[src/rtl/adder_tree_scheduler_pkg.sv]
// adder_tree_scheduler_pkg: shared FSM state type and lane/pointer sizing helpers
package adder_tree_scheduler_pkg;
    typedef enum logic [1:0] {FILL, SUM, OUT} state_t;
    function automatic int lanes_of(input int exponent);
        return 1 << exponent;
    endfunction
    // Pointer must be able to hold LANES itself, not just LANES-1.
    function automatic int ptr_width(input int exponent);
        return $clog2(lanes_of(exponent) + 1);
    endfunction
endpackage

[src/rtl/adder_tree_scheduler_balanced_adder.sv]
// BalancedAdder: combinational balanced binary adder tree over 2**EXPONENT lanes
//   i_lanes : packed lane vector, lane i at bits [i*DATA_WIDTH +: DATA_WIDTH]
//   o_sum   : sum of all lanes, modulo 2**DATA_WIDTH
module BalancedAdder
    import adder_tree_scheduler_pkg::*;
#(
    parameter int EXPONENT   = 4,
    parameter int DATA_WIDTH = 4
) (
    input  logic [lanes_of(EXPONENT)*DATA_WIDTH-1:0] i_lanes,
    output logic [DATA_WIDTH-1:0]                    o_sum
);
    localparam int LANES = lanes_of(EXPONENT);
    // Heap-ordered tree: leaves at [LANES-1 .. 2*LANES-2], node k sums children 2k+1 and 2k+2.
    logic [DATA_WIDTH-1:0] w_node [2*LANES-1];
    always_comb begin
        for (int i = 0; i < LANES; i++) w_node[LANES-1+i] = i_lanes[i*DATA_WIDTH +: DATA_WIDTH];
        for (int k = LANES - 2; k >= 0; k--) w_node[k] = w_node[2*k+1] + w_node[2*k+2];
    end
    assign o_sum = w_node[0];
endmodule

[src/rtl/adder_tree_scheduler.sv]
// adder_tree_scheduler: packs streamed terms into a lane buffer, sums each buffer with one shared tree, emits one total per transaction
//   clk, rst            : clock, synchronous active-high reset
//   in_valid/in_ready   : term handshake; in_data term, in_last marks final term
//   out_valid/out_ready : total handshake; out_data total, out_count term count
//   busy                : not idle in FILL with an empty buffer
module adder_tree_scheduler
    import adder_tree_scheduler_pkg::*;
#(
    parameter int EXPONENT    = 4,
    parameter int DATA_WIDTH  = 4,
    parameter int ACC_WIDTH   = 12,
    parameter int COUNT_WIDTH = 8
) (
    input  logic                   clk,
    input  logic                   rst,
    input  logic                   in_valid,
    output logic                   in_ready,
    input  logic [DATA_WIDTH-1:0]  in_data,
    input  logic                   in_last,
    output logic                   out_valid,
    input  logic                   out_ready,
    output logic [ACC_WIDTH-1:0]   out_data,
    output logic [COUNT_WIDTH-1:0] out_count,
    output logic                   busy
);
    localparam int LANES = lanes_of(EXPONENT);
    localparam int PW    = ptr_width(EXPONENT);
    state_t                   r_state;
    logic [LANES*ACC_WIDTH-1:0] r_lanes;
    logic [PW-1:0]            r_ptr;
    logic [ACC_WIDTH-1:0]     r_acc;
    logic [COUNT_WIDTH-1:0]   r_count;
    logic                     r_last;
    logic [ACC_WIDTH-1:0]     r_out_data;
    logic [COUNT_WIDTH-1:0]   r_out_count;
    logic [ACC_WIDTH-1:0]     w_sum;
    logic [ACC_WIDTH-1:0]     w_total;
    logic                     w_take;
    BalancedAdder #(
        .EXPONENT   (EXPONENT),
        .DATA_WIDTH (ACC_WIDTH)
    ) u_tree (
        .i_lanes (r_lanes),
        .o_sum   (w_sum)
    );
    assign in_ready  = r_state == FILL;
    assign out_valid = r_state == OUT;
    assign out_data  = r_out_data;
    assign out_count = r_out_count;
    // Lanes fill strictly in order, so a nonzero pointer means some lane holds a term.
    assign busy      = r_state != FILL || r_ptr != '0;
    assign w_take    = in_valid && in_ready;
    assign w_total   = r_acc + w_sum;
    always_ff @(posedge clk) begin
        if (rst) begin
            r_state     <= FILL;
            r_lanes     <= '0;
            r_ptr       <= '0;
            r_acc       <= '0;
            r_count     <= '0;
            r_last      <= 1'b0;
            r_out_data  <= '0;
            r_out_count <= '0;
        end else begin
            case (r_state)
                FILL: if (w_take) begin
                    r_lanes[r_ptr*ACC_WIDTH +: ACC_WIDTH] <= ACC_WIDTH'(in_data);
                    r_ptr   <= r_ptr + 1'b1;
                    r_count <= r_count + 1'b1;
                    r_last  <= in_last;
                    if (in_last || r_ptr == PW'(LANES - 1)) r_state <= SUM;
                end
                SUM: begin
                    r_acc   <= w_total;
                    // Clearing here keeps unwritten lanes at zero for a short final pass.
                    r_lanes <= '0;
                    r_ptr   <= '0;
                    r_state <= r_last ? OUT : FILL;
                    if (r_last) begin
                        r_out_data  <= w_total;
                        r_out_count <= r_count;
                    end
                end
                OUT: if (out_ready) begin
                    r_acc   <= '0;
                    r_count <= '0;
                    r_last  <= 1'b0;
                    r_state <= FILL;
                end
                default: r_state <= FILL;
            endcase
        end
    end
endmodule

[config.mk]
export PLATFORM = sky130hd
export DESIGN_NAME = adder_tree_scheduler
export DESIGN_NICKNAME = d
export VERILOG_FILES = /design/src/rtl/adder_tree_scheduler_pkg.sv /design/src/rtl/adder_tree_scheduler_balanced_adder.sv /design/src/rtl/adder_tree_scheduler.sv
export SDC_FILE = /design/constraint.sdc
export NUM_CORES = 1
export LEC_CHECK = 0
export ABC_AREA = 1
export BUFFER_PORTS_ARGS = -buffer_cell sky130_fd_sc_hd__buf_2
export CAP_MARGIN = 40
export CORE_ASPECT_RATIO = 2
export CORE_UTILIZATION = 50
export DETAILED_ROUTE_END_ITERATION = 12
export GPL_ROUTABILITY_DRIVEN = 0
export PLACE_DENSITY = 0.74
export SYNTH_ARGS = -nofsm -noshare
export SYNTH_HDL_FRONTEND = slang
export SYNTH_SLANG_ARGS = --single-unit
[constraint.sdc]
create_clock -name clk -period 5.1 [get_ports clk]
set_clock_uncertainty 0.2 [all_clocks]
set_input_delay 1.02 -clock clk [delete_from_list [all_inputs] [get_ports clk]]
set_output_delay 1.02 -clock clk [all_outputs]
set_load 0.01 [all_outputs]
==> out/metrics.yaml <==
outcome: "finished, violations left"
violations_in_the_final_reports: "negative setup slack"
placeableCoreArea_um2: 31000
timing_worst_slew_pin_value_ns: 0.805
criticalPathCategory: "register to register"
use_met3_pct: 9.57
number_of_global_route_vias_before_repair: 14600
h-tree-depth: 1
hp-class: "register to register"
clock_tree.buffer_depth: 3
antenna_cells: 0
finalNonFillerCells: 2545
drive_gt1_share_pct: 12.5
cts_buffers: 23
netlist_area_um2: 15800
num-fill-cells: 2851
timing.final.max_slew_violations: 0
vias_after_detailed_routing: 14800
netlist.top_cell.by_area: "dfxtp_1"
synth_top_area_share_pct: 30.4
endpoint_kind: "register"
top_usage_layer: "met2"
hold_slack_ns: 0.261
synth_fp_nets: 2250
wire_per_inst_um: 22.8
grt_overflow: 0
drt-total-wl_um: 58100
synth.distinct_cells: 52
syn_area_per_cell_um2: 7.68
ys.warnings.count: 0
clock_tree.root_cell: "clkbuf_16"
worstSkewPairLatency_ns: 0.56
numPlacedInstances: 2497
drt-initial-drc-count: 1980
groute.layer.met1.usage_pct: 38.0
ys_top_cells_by_area: "dfxtp_1 (30%), fa_1 (20%), nand2_1 (9.9%), inv_1 (7.3%), a21oi_1 (6.3%)"
numPortBuffers: 31
chipHeight_um: 253
timing.final.crit_share_pct: 109
route.detailed.drc: 0
rsz0062_at_grt: "true"
avgViaCountPerCell: 5.81
power.density_nw_per_um2: 311
tritoncts: "yes"
grt_pass1_wl_um: 85800
die_width_um: 128
finalPower_w: 0.00550
synth-seq-cells: 240
seq_area_frac_synth_pct: 30.4
critical_path_peak_fanout: 2
critPathLaunchType: "register"
maxSlewHeadroom_pct: 46.3
total_leakage_power_nw: 7.04
crit_arrival_ns: 5.81
vdd.ir_drop.worst_mv: 0.227
grt_max_degree: 67
hold_buffers: 0
final_hold_viol_count: 0
hpwlAfterDp_um: 42300
clkTransAtPathRegs_ns: 0.07
number_of_antenna_violations_at_the_first_check_in_global_routing: 0
std_cell_rows: 91
grt_util_met2_pct: 61.0
finalWorstPathRequiredPeriod_ns: 5.54
overall_track_demand_over_capacity_in_global_routing_pct: 37.0
worstPathRequired_ns: 5.38
final_antenna_net_count: 0
layout_common_cells: "nand2_1 (413), inv_1 (295), dfxtp_1 (229)"
worst_slack_ns: -0.435
ioPinCount: 32
fmax_mhz: 181
layout_stage_area_growth_over_the_synthesis_result_pct: 11.9
max_cap_violations: 0
initial_utilization_pct: 51.0
register_to_register_setup_slack_ns: -0.44
design.die.area_um2: 32400
layout_commonest_cell: "nand2_1"
firstDrtPassIters: 8
nets: 2303
cts.sinks: 240
final_setup_violating_endpoints: 9
post_synth_inst_count: 2058
-- cell families after synthesis --
group           after synthesis  share of synthesized area, %
xor+xnor                     30                          1.66
compound gates              303                          10.6
buf+inv                     398                          9.75
fa+ha+maj                   183                          21.8
flops                       240                          30.4
simple gates                904                          25.8
-- critical path: stages, from the launching register on --
cell,delay (ns)
dfxtp_2,0.34
inv_2,0.04
fa_1,0.54
inv_2,0.04
fa_1,0.52
inv_1,0.05
fa_1,0.53
fa_1,0.44
fa_1,0.49
inv_1,0.05
fa_1,0.48
ha_2,0.20
inv_2,0.05
fa_2,0.37
o21ai_2,0.16
a21oi_2,0.08
o21ai_2,0.15
nand2_1,0.08
a21oi_2,0.16
nor2_2,0.06
xor2_1,0.19
nand2_1,0.09
a21oi_2,0.14
-- Yosys cell counts, drive strengths merged --
cell,count
a31oi,1
ha,29
nor4,11
nor2,209
nand2,424
and3,2
o311ai,1
nor3,43
xnor2,15
inv,321
o21bai,5
o21ai,81
a21o,2
nand3b,9
xor2,15
o22ai,1
buf,26
a21oi,199
nand3,154
clkinv,5
or2,3
o211a,7
o211ai,1
nor3b,2
o31ai,1
fa,154
dfxtp,240
a211oi,3
o21a,1
clkbuf,46
nand4,47
-- stage by stage --
stage | setup TNS (ns) | area, µm² | worst slack (ns) | util, %
3_3_place_gp | -2.12 | 16600 | -0.327 | 53.7
3_5_place_dp | -2.61 | 16700 | -0.362 | 53.8
2_1_floorplan | -0.172 | 15800 | -0.0885 | -
5_1_grt | -3.52 | 17700 | -0.675 | 57.1
6_report | -1.60 | 17700 | -0.435 | 57.1
4_1_cts | -1.69 | 17600 | -0.369 | 56.7
-- sequential cells by signal, indices dropped and copies added (netlist names) --
signal	flops
out_data	12
r_acc	12
r_last	1
r_state	2
out_count	8
r_ptr	5
r_count	8
r_lanes	192
-- power breakdown --
part	internal [W]	leakage [nW]	switching (W)
combinational	0.000582	4.75	0.00117
sequential	0.00193	1.95	0.0000587
clock	0.000944	0.341	0.000807
total	0.00346	7.04	0.00204
-- path summary, 6_finish.rpt --
kind,start,endpoint,cells past startpoint
hold / removal,out_data[4],out_data[4],2
setup reg to reg,r_lanes[146],r_acc[10],22
setup / recovery,r_lanes[146],r_acc[10],22
hold reg to reg,out_data[4],out_data[4],2
-- area by class of cell --
class,count,area (µm²),share of cell area (%)
Tap cell,418,523,2.96
Inverter,326,1230,6.95
Sequential cell,240,4820,27.3
Clock inverter,11,126,0.715
Timing Repair Buffer,100,686,3.88
Clock buffer,30,602,3.41
Multi-Input combinational cell,1420,9680,54.8
-- routing by layer --
layer,share of wire (%),routed length [µm]
met5,0,0
met3,9.8,5690
met1,32,18300
met2,47,27100
met4,12,6990
-- what timing repair did --
| action | in CTS | in global routing |
|---|---|---|
| pin swaps | 15 | 19 |
| setup buffers | 11 | 3 |
| resized for setup | 32 | 37 |
| endpoints found under the setup margin | 11 | 16 |
Note: power is estimated with default switching activity, not from simulation.
